**config.mk**
```make
export PLATFORM = sky130hd
export DESIGN_NAME = load_store_unit_flat
export DESIGN_NICKNAME = d
export VERILOG_FILES = /design/src/rtl/common.sv /design/src/rtl/load_store_unit_if.sv /design/src/rtl/lsu_load_align.sv /design/src/rtl/load_store_unit.sv /design/src/flat_wrapper.sv
export SDC_FILE = /design/constraint.sdc
export NUM_CORES = 1
export LEC_CHECK = 0
export ABC_AREA = 1
export BUFFER_PORTS_ARGS = -buffer_cell sky130_fd_sc_hd__buf_4
export CELL_PAD_IN_SITES_DETAIL_PLACEMENT = 0
export CELL_PAD_IN_SITES_GLOBAL_PLACEMENT = 1
export CORE_UTILIZATION = 36
export CTS_CLUSTER_SIZE = 40
export DETAILED_ROUTE_END_ITERATION = 6
export PLACE_DENSITY_LB_ADDON = 0.08
export SLEW_MARGIN = 0
export SYNTH_ARGS = -nofsm -noshare
export SYNTH_HDL_FRONTEND = slang
export SYNTH_SLANG_ARGS = --single-unit
export TNS_END_PERCENT = 1
```
**constraint.sdc**
```tcl
create_clock -name clk -period 5.7 [get_ports clk]
set_input_delay 0.57 -clock clk [delete_from_list [all_inputs] [get_ports clk]]
set_output_delay 0.57 -clock clk [all_outputs]
set_load 0.1 [all_outputs]
```
**src/rtl/common.sv**
```systemverilog
// Shared definitions for the execute/memory datapath: operand width, LSU state and
// fault encodings, RV32I load/store funct3 values and lane helpers.
package common;

    localparam int unsigned OPERAND_WIDTH = 32;
    localparam int unsigned DATA_WIDTH    = 32;

    typedef enum logic [1:0] {
        IDLE = 2'd0,
        BUSY = 2'd1,
        DONE = 2'd2,
        ERR  = 2'd3
    } lsu_state_t;

    typedef enum logic [1:0] {
        FLT_NONE     = 2'b00,
        FLT_MISALIGN = 2'b01,
        FLT_ILLEGAL  = 2'b10,
        FLT_TIMEOUT  = 2'b11
    } lsu_fault_t;

    localparam logic [2:0] F3_B  = 3'b000;
    localparam logic [2:0] F3_H  = 3'b001;
    localparam logic [2:0] F3_W  = 3'b010;
    localparam logic [2:0] F3_BU = 3'b100;
    localparam logic [2:0] F3_HU = 3'b101;

    // Byte enables from access size (funct3[1:0]) and byte offset within the word.
    function automatic logic [3:0] lsu_byte_en(input logic [1:0] size, input logic [1:0] offset);
        case (size)
            2'b00:   return 4'b0001 << offset;
            2'b01:   return 4'b0011 << offset;
            default: return 4'b1111;
        endcase
    endfunction

    // Replicate the store operand across all lanes so any enabled lane sees its data.
    function automatic logic [DATA_WIDTH-1:0] lsu_lane_data(input logic [1:0] size,
                                                            input logic [DATA_WIDTH-1:0] wdata);
        case (size)
            2'b00:   return {4{wdata[7:0]}};
            2'b01:   return {2{wdata[15:0]}};
            default: return wdata;
        endcase
    endfunction

endpackage

```
**src/rtl/load_store_unit_if.sv**
```systemverilog
// Data-memory bus between the load/store unit (master) and the data memory (slave).
interface load_store_unit_if
    import common::*;
#(
    parameter int unsigned ADDR_WIDTH = 8
);
    logic                  mem_req;
    logic                  mem_we;
    logic [3:0]            mem_be;
    logic [ADDR_WIDTH-1:0] mem_addr;
    logic [DATA_WIDTH-1:0] mem_wdata;
    logic                  mem_ready;
    logic [DATA_WIDTH-1:0] mem_rdata;

    modport master (
        output mem_req, mem_we, mem_be, mem_addr, mem_wdata,
        input  mem_ready, mem_rdata
    );

    modport slave (
        input  mem_req, mem_we, mem_be, mem_addr, mem_wdata,
        output mem_ready, mem_rdata
    );
endinterface

```
**src/rtl/lsu_load_align.sv**
```systemverilog
// Moves the addressed byte/halfword of a read word down to bit 0 and sign- or
// zero-extends it according to the load funct3.
module lsu_load_align
    import common::*;
(
    input  logic [DATA_WIDTH-1:0] rdata_i,
    input  logic [1:0]            offset_i,
    input  logic [2:0]            funct3_i,
    output logic [DATA_WIDTH-1:0] data_c_o
);
    logic [DATA_WIDTH-1:0] shifted;

    always_comb begin
        shifted  = rdata_i >> {offset_i, 3'b000};
        data_c_o = shifted;
        case (funct3_i)
            F3_B:    data_c_o = {{24{shifted[7]}}, shifted[7:0]};
            F3_H:    data_c_o = {{16{shifted[15]}}, shifted[15:0]};
            F3_BU:   data_c_o = {24'b0, shifted[7:0]};
            F3_HU:   data_c_o = {16'b0, shifted[15:0]};
            default: data_c_o = shifted;
        endcase
    end
endmodule

```
**src/rtl/load_store_unit.sv**
```systemverilog
// RV32I load/store unit: decodes and checks requests, drives a variable-latency
// word-addressed memory with timeout, and returns aligned load data or a fault.
module load_store_unit
    import common::*;
#(
    parameter int unsigned ADDR_WIDTH     = 8,
    parameter int unsigned TIMEOUT_CYCLES = 15
)(
    input  logic                     clk,
    input  logic                     rst,
    input  logic                     req_valid,
    input  logic                     req_is_load,
    input  logic                     req_is_store,
    input  logic [2:0]               req_funct3,
    input  logic [OPERAND_WIDTH-1:0] req_addr,
    input  logic [OPERAND_WIDTH-1:0] req_wdata,
    output logic                     stall,
    output logic                     resp_valid,
    output logic                     resp_fault,
    output logic [1:0]               resp_fault_code,
    output logic [DATA_WIDTH-1:0]    load_data,
    load_store_unit_if.master        mem
);
    localparam int unsigned CNT_W = (TIMEOUT_CYCLES > 1) ? $clog2(TIMEOUT_CYCLES) : 1;

    lsu_state_t            state_q, state_d;
    logic [CNT_W-1:0]      cnt_q, cnt_d;
    logic [2:0]            funct3_q, funct3_d;
    logic [1:0]            offset_q, offset_d;
    logic                  is_store_q, is_store_d;
    logic                  resp_valid_q, resp_valid_d;
    logic                  resp_fault_q, resp_fault_d;
    lsu_fault_t            resp_code_q, resp_code_d;
    logic [DATA_WIDTH-1:0] load_data_q, load_data_d;
    logic                  mem_req_q, mem_req_d;
    logic                  mem_we_q, mem_we_d;
    logic [3:0]            mem_be_q, mem_be_d;
    logic [ADDR_WIDTH-1:0] mem_addr_q, mem_addr_d;
    logic [DATA_WIDTH-1:0] mem_wdata_q, mem_wdata_d;

    logic                  req_take_c;
    logic                  f3_legal_c;
    lsu_fault_t            req_fault_c;
    logic [DATA_WIDTH-1:0] aligned_c;
    logic                  addr_unused;

    // Only the word-address bits reach memory; the rest of the ALU result is dropped.
    assign addr_unused = ^req_addr[OPERAND_WIDTH-1:ADDR_WIDTH+2];

    lsu_load_align u_align (
        .rdata_i  (mem.mem_rdata),
        .offset_i (offset_q),
        .funct3_i (funct3_q),
        .data_c_o (aligned_c)
    );

    // Request classification; illegal encodings take priority over misalignment.
    always_comb begin
        req_take_c  = req_valid && (req_is_load || req_is_store);
        f3_legal_c  = 1'b0;
        req_fault_c = FLT_NONE;
        case (req_funct3)
            F3_B, F3_H, F3_W: f3_legal_c = 1'b1;
            F3_BU, F3_HU:     f3_legal_c = req_is_load;
            default:          f3_legal_c = 1'b0;
        endcase
        if ((req_is_load && req_is_store) || !f3_legal_c) begin
            req_fault_c = FLT_ILLEGAL;
        end else if ((req_funct3[1:0] == 2'b01 && req_addr[0]) ||
                     (req_funct3[1:0] == 2'b10 && req_addr[1:0] != 2'b00)) begin
            req_fault_c = FLT_MISALIGN;
        end
    end

    always_comb begin
        state_d      = state_q;
        cnt_d        = cnt_q;
        funct3_d     = funct3_q;
        offset_d     = offset_q;
        is_store_d   = is_store_q;
        mem_be_d     = mem_be_q;
        mem_addr_d   = mem_addr_q;
        mem_wdata_d  = mem_wdata_q;
        mem_req_d    = 1'b0;
        mem_we_d     = 1'b0;
        resp_valid_d = 1'b0;
        resp_fault_d = 1'b0;
        resp_code_d  = FLT_NONE;
        load_data_d  = '0;
        stall        = 1'b0;

        case (state_q)
            IDLE: begin
                if (req_take_c) begin
                    stall = 1'b1;
                    if (req_fault_c != FLT_NONE) begin
                        state_d      = ERR;
                        resp_valid_d = 1'b1;
                        resp_fault_d = 1'b1;
                        resp_code_d  = req_fault_c;
                    end else begin
                        state_d     = BUSY;
                        cnt_d       = '0;
                        funct3_d    = req_funct3;
                        offset_d    = req_addr[1:0];
                        is_store_d  = req_is_store;
                        mem_be_d    = lsu_byte_en(req_funct3[1:0], req_addr[1:0]);
                        mem_addr_d  = req_addr[ADDR_WIDTH+1:2];
                        mem_wdata_d = lsu_lane_data(req_funct3[1:0], req_wdata);
                        mem_req_d   = 1'b1;
                        mem_we_d    = req_is_store;
                    end
                end
            end
            BUSY: begin
                stall = 1'b1;
                // A ready on the last allowed cycle still completes the access.
                if (mem.mem_ready) begin
                    state_d      = DONE;
                    resp_valid_d = 1'b1;
                    load_data_d  = is_store_q ? '0 : aligned_c;
                end else if (cnt_q == CNT_W'(TIMEOUT_CYCLES - 1)) begin
                    state_d      = ERR;
                    resp_valid_d = 1'b1;
                    resp_fault_d = 1'b1;
                    resp_code_d  = FLT_TIMEOUT;
                end else begin
                    cnt_d     = cnt_q + CNT_W'(1);
                    mem_req_d = 1'b1;
                    mem_we_d  = is_store_q;
                end
            end
            default: state_d = IDLE;
        endcase
    end

    always_ff @(posedge clk or posedge rst) begin
        if (rst) begin
            state_q      <= IDLE;
            cnt_q        <= '0;
            funct3_q     <= '0;
            offset_q     <= '0;
            is_store_q   <= 1'b0;
            resp_valid_q <= 1'b0;
            resp_fault_q <= 1'b0;
            resp_code_q  <= FLT_NONE;
            load_data_q  <= '0;
            mem_req_q    <= 1'b0;
            mem_we_q     <= 1'b0;
            mem_be_q     <= '0;
            mem_addr_q   <= '0;
            mem_wdata_q  <= '0;
        end else begin
            state_q      <= state_d;
            cnt_q        <= cnt_d;
            funct3_q     <= funct3_d;
            offset_q     <= offset_d;
            is_store_q   <= is_store_d;
            resp_valid_q <= resp_valid_d;
            resp_fault_q <= resp_fault_d;
            resp_code_q  <= resp_code_d;
            load_data_q  <= load_data_d;
            mem_req_q    <= mem_req_d;
            mem_we_q     <= mem_we_d;
            mem_be_q     <= mem_be_d;
            mem_addr_q   <= mem_addr_d;
            mem_wdata_q  <= mem_wdata_d;
        end
    end

    assign resp_valid      = resp_valid_q;
    assign resp_fault      = resp_fault_q;
    assign resp_fault_code = resp_code_q;
    assign load_data       = load_data_q;
    assign mem.mem_req     = mem_req_q;
    assign mem.mem_we      = mem_we_q;
    assign mem.mem_be      = mem_be_q;
    assign mem.mem_addr    = mem_addr_q;
    assign mem.mem_wdata   = mem_wdata_q;

endmodule

```
**src/flat_wrapper.sv**
```systemverilog
// flat-port wrapper written by rule: the top's interface ports become plain ports
module load_store_unit_flat import common::*;
#(
    parameter int unsigned ADDR_WIDTH     = 8,
    parameter int unsigned TIMEOUT_CYCLES = 15
)
  (clk, rst, req_valid, req_is_load, req_is_store, req_funct3, req_addr, req_wdata, stall, resp_valid, resp_fault, resp_fault_code, load_data, mem_mem_req, mem_mem_we, mem_mem_be, mem_mem_addr, mem_mem_wdata, mem_mem_ready, mem_mem_rdata);
  load_store_unit_if #(.ADDR_WIDTH(ADDR_WIDTH)) mem_i ();
  input  logic clk;
  input  logic rst;
  input  logic req_valid;
  input  logic req_is_load;
  input  logic req_is_store;
  input  logic [2:0] req_funct3;
  input  logic [OPERAND_WIDTH-1:0] req_addr;
  input  logic [OPERAND_WIDTH-1:0] req_wdata;
  output logic stall;
  output logic resp_valid;
  output logic resp_fault;
  output logic [1:0] resp_fault_code;
  output logic [DATA_WIDTH-1:0] load_data;
  output wire logic [$bits(mem_i.mem_req)-1:0] mem_mem_req;
  output wire logic [$bits(mem_i.mem_we)-1:0] mem_mem_we;
  output wire logic [$bits(mem_i.mem_be)-1:0] mem_mem_be;
  output wire logic [$bits(mem_i.mem_addr)-1:0] mem_mem_addr;
  output wire logic [$bits(mem_i.mem_wdata)-1:0] mem_mem_wdata;
  input wire logic [$bits(mem_i.mem_ready)-1:0] mem_mem_ready;
  input wire logic [$bits(mem_i.mem_rdata)-1:0] mem_mem_rdata;
  assign mem_mem_req = mem_i.mem_req;
  assign mem_mem_we = mem_i.mem_we;
  assign mem_mem_be = mem_i.mem_be;
  assign mem_mem_addr = mem_i.mem_addr;
  assign mem_mem_wdata = mem_i.mem_wdata;
  assign mem_i.mem_ready = mem_mem_ready;
  assign mem_i.mem_rdata = mem_mem_rdata;
  load_store_unit #(.ADDR_WIDTH(ADDR_WIDTH), .TIMEOUT_CYCLES(TIMEOUT_CYCLES)) u_core (.clk(clk), .rst(rst), .req_valid(req_valid), .req_is_load(req_is_load), .req_is_store(req_is_store), .req_funct3(req_funct3), .req_addr(req_addr), .req_wdata(req_wdata), .stall(stall), .resp_valid(resp_valid), .resp_fault(resp_fault), .resp_fault_code(resp_fault_code), .load_data(load_data), .mem(mem_i));
endmodule
```
==> flow_summary.json <==
{
  "cp-end-kind": "flip-flop",
  "rows": 40,
  "vias": 4406,
  "crit_path_start_kind": "primary input",
  "drv_cap": 0,
  "drc": 0,
  "setup_ws_ps": 2590,
  "initialDrtViolationCount": 303,
  "fin_setup_tns_ps": 0,
  "seqCellArea_mm2": 0.00235,
  "synth_top_area_share_pct": 51.9,
  "fmax_ghz": 0.322,
  "clk_latency_ps": 340,
  "antenna_found_initial": 0,
  "skew_ps": 5.42,
  "dp_hpwl_um": 9210,
  "worstPathCellList": "buf_4 > inv_2 > nand2_2 > nor2_2 > nor2_1 > nand2_1 > inv_2 > nand2_2 > nand2_1 > nand2_1",
  "hold_buffers": 0,
  "start_util_pct": 37.3,
  "dr.pass1.iters": 4,
  "clk_pin_slew_ps": 70,
  "gp_congestion": 0.853,
  "max_slew_margin_pct": 34.3,
  "grt_pass1_vias": 4184,
  "die-area_mm2": 0.0130,
  "wl_um": 13100,
  "maxSlewViolCount": 0,
  "power.density_mw_per_mm2": 676,
  "avgSynthCellArea_um2": 7.67,
  "layout_min_cycle_time_ps": 3110,
  "crit_buf_inv": 3,
  "ir_worst_vdd_mv": 0.404,
  "grt.total_usage_pct": 20.8,
  "grt_pass1_wl_um": 21100,
  "seq_power_share_pct": 25.6,
  "wl_per_cell_um": 14.4,
  "final_common_cell": "nand2_1",
  "swShare_pct": 58.9,
  "p_switching_w": 0.00245,
  "r2r_start": "u_core.offset_q[0]",
  "cp_slowest_cell": "nand2_2",
  "rsz0062_at_grt": "false",
  "die_h_um": 114,
  "fin_crit_sh_pct": 54.6,
  "outcome": "finished clean",
  "p_leak_nw": 3.46,
  "viasPerCell": 4.84,
  "antennaDiodeCount": 0,
  "cpMostUsedCell": "nand2_1",
  "fin_nets": 844,
  "htreeDepth": 3,
  "hold_path.class": "primary input to async pin",
  "critical_path.max_stage_delay_ps": 830,
  "ant_nets": 0,
  "overflow": 0,
  "p_clk_share_pct": 14.7,
  "p_int_w": 0.00171,
  "syn-num-nets": 698,
  "cp_top_family": "simple AND/OR/NAND/NOR gates",
  "synth_area_mm2": 0.00453,
  "root_buffer": "clkbuf_16",
  "combPwrFrac_pct": 59.8,
  "max_slew.worst_pin.slew_ps": 982,
  "arrival_ps": 3340,
  "synth.yosys.seq_area_share_pct": 51.9,
  "portBuffers": 165,
  "yosys-top-cells-area": "dfrtp_1 (52%), nand2_1 (20%), nand3_1 (7.8%), a21oi_1 (2.9%), o21ai_0 (2.9%)",
  "ys_seq_elements": 94,
  "rr_worst_depth": 7,
  "core-area_mm2": 0.0122,
  "cts_buffers": 9,
  "startpoint": "req_funct3[1]",
  "syn2layout_area_growth_pct": 35.5,
  "yosys_warnings": 0,
  "multi_input_area_mm2": 0.00190,
  "synth_area_leader_cell": "dfrtp_1",
  "finalHoldViolations": 0,
  "clockBufferDepth": 2,
  "synth.distinct_cells": 27,
  "drive_gt1_share_pct": 26.3,
  "post_cts_resized": 0,
  "worstSetupPathType": "primary input to flip-flop",
  "die_w_um": 114,
  "io_pins": 188,
  "postCtsSetupRepairBufs": 0,
  "required_ps": 5930,
  "cp_num_cells": 10,
  "cp_max_fo": 51,
  "cts_tree": "done",
  "syn_inst": 591,
  "final_cell_mix": "nand2_1 (245), buf_4 (167), dfrtp_1 (94), nand3_1 (71), nor2_1 (32)",
  "dp_slack_ps": 2160,
  "clock_sinks": 94,
  "grt_max_degree": 54,
  "fillers": 1250,
  "setup_viol": 0
}
## cell type report
type	instances	share of cell area, %
clock inverters	7	1.20
repair buffers	167	20.4
flip-flops and latches	94	38.3
clock buffers	9	3.67
well taps	168	3.42
multi-input cells	432	30.9
inverters	33	2.06
## sequential cells by signal, summed over array words and instances, names as in the netlist
register                cells
u_core.state_q              2
u_core.offset_q             2
u_core.mem.mem_wdata       32
u_core.mem.mem_we           1
u_core.cnt_q                4
u_core.is_store_q           1
u_core.mem.mem_be           4
u_core.resp_fault_code      2
u_core.resp_valid           1
u_core.load_data           32
u_core.mem.mem_addr         8
u_core.funct3_q             3
u_core.resp_fault           1
u_core.mem.mem_req          1
## synthesized netlist by cell type
cell / count
nand4_1: 1
nor3_2: 1
o21ai_0: 26
nand3_1: 71
xor2_1: 1
nor2_1: 32
inv_2: 4
a21oi_1: 26
dfrtp_1: 94
buf_4: 6
ha_1: 2
nor2_2: 1
xnor2_1: 1
inv_1: 28
nand2_2: 3
o211ai_1: 5
nand3_2: 1
nor3_4: 1
nand2_1: 245
nand3b_1: 3
nor3_1: 2
buf_6: 1
clkbuf_1: 14
o21ai_1: 3
buf_2: 11
a31oi_1: 7
clkinv_1: 1
## stage by stage
step / hold slack [ps] / std cells / total power, W / util [%] / cell area (um2)
finish: 272 / 910 / 0.00415 / 50.5 / 6140
global route: 318 / 910 / 0.00435 / 50.5 / 6140
CTS: 305 / 910 / 0.00418 / 50.5 / 6140
detailed placement: 460 / 894 / 0.00357 / 48.0 / 5840
global placement: 456 / 894 / 0.00355 / 48.0 / 5840
floorplan: 465 / 591 / 0.00301 / - / 4530
## power groups by stage
stage	logic, W	clock network [W]	registers (W)
detailed placement	0.00250	0	0.00107
global placement	0.00249	0	0.00106
floorplan	0.000586	0	0.00242
finish	0.00248	0.000609	0.00106
CTS	0.00250	0.000620	0.00106
global route	0.00261	0.000653	0.00109
## cell families after synthesis
kind of cell | count (synthesis) | synth area share [%]
buffers and inverters | 65 | 6.35
AO/OA/AOI/OAI | 67 | 7.86
flip-flops | 94 | 51.9
adder cells (fa/ha/maj) | 2 | 0.552
AND/OR/NAND/NOR | 361 | 33.0
XOR/XNOR | 2 | 0.386
## per-layer routing
metal / global-route usage (%) / up-vias / routed length, um
li1: - / 2184 / -
met1: 27.2 / 2075 / 5570
met2: 33.8 / 133 / 6430
met3: 4.76 / 14 / 884
met4: 7.36 / 0 / 193
met5: 0 / - / 0
## path summary, 6_finish.rpt
path / slack, ps / to
worst max register to register: 3240 / u_core.load_data[31]
max in group asynchronous: 4330 / u_core.load_data[20]
worst max-delay path: 2590 / u_core.mem.mem_addr[1]
min in group clk: 420 / u_core.state_q[0]
worst min-delay path: 270 / u_core.mem.mem_req
worst min register to register: 470 / u_core.mem.mem_wdata[30]
Note: power is estimated with default switching activity, not from simulation.
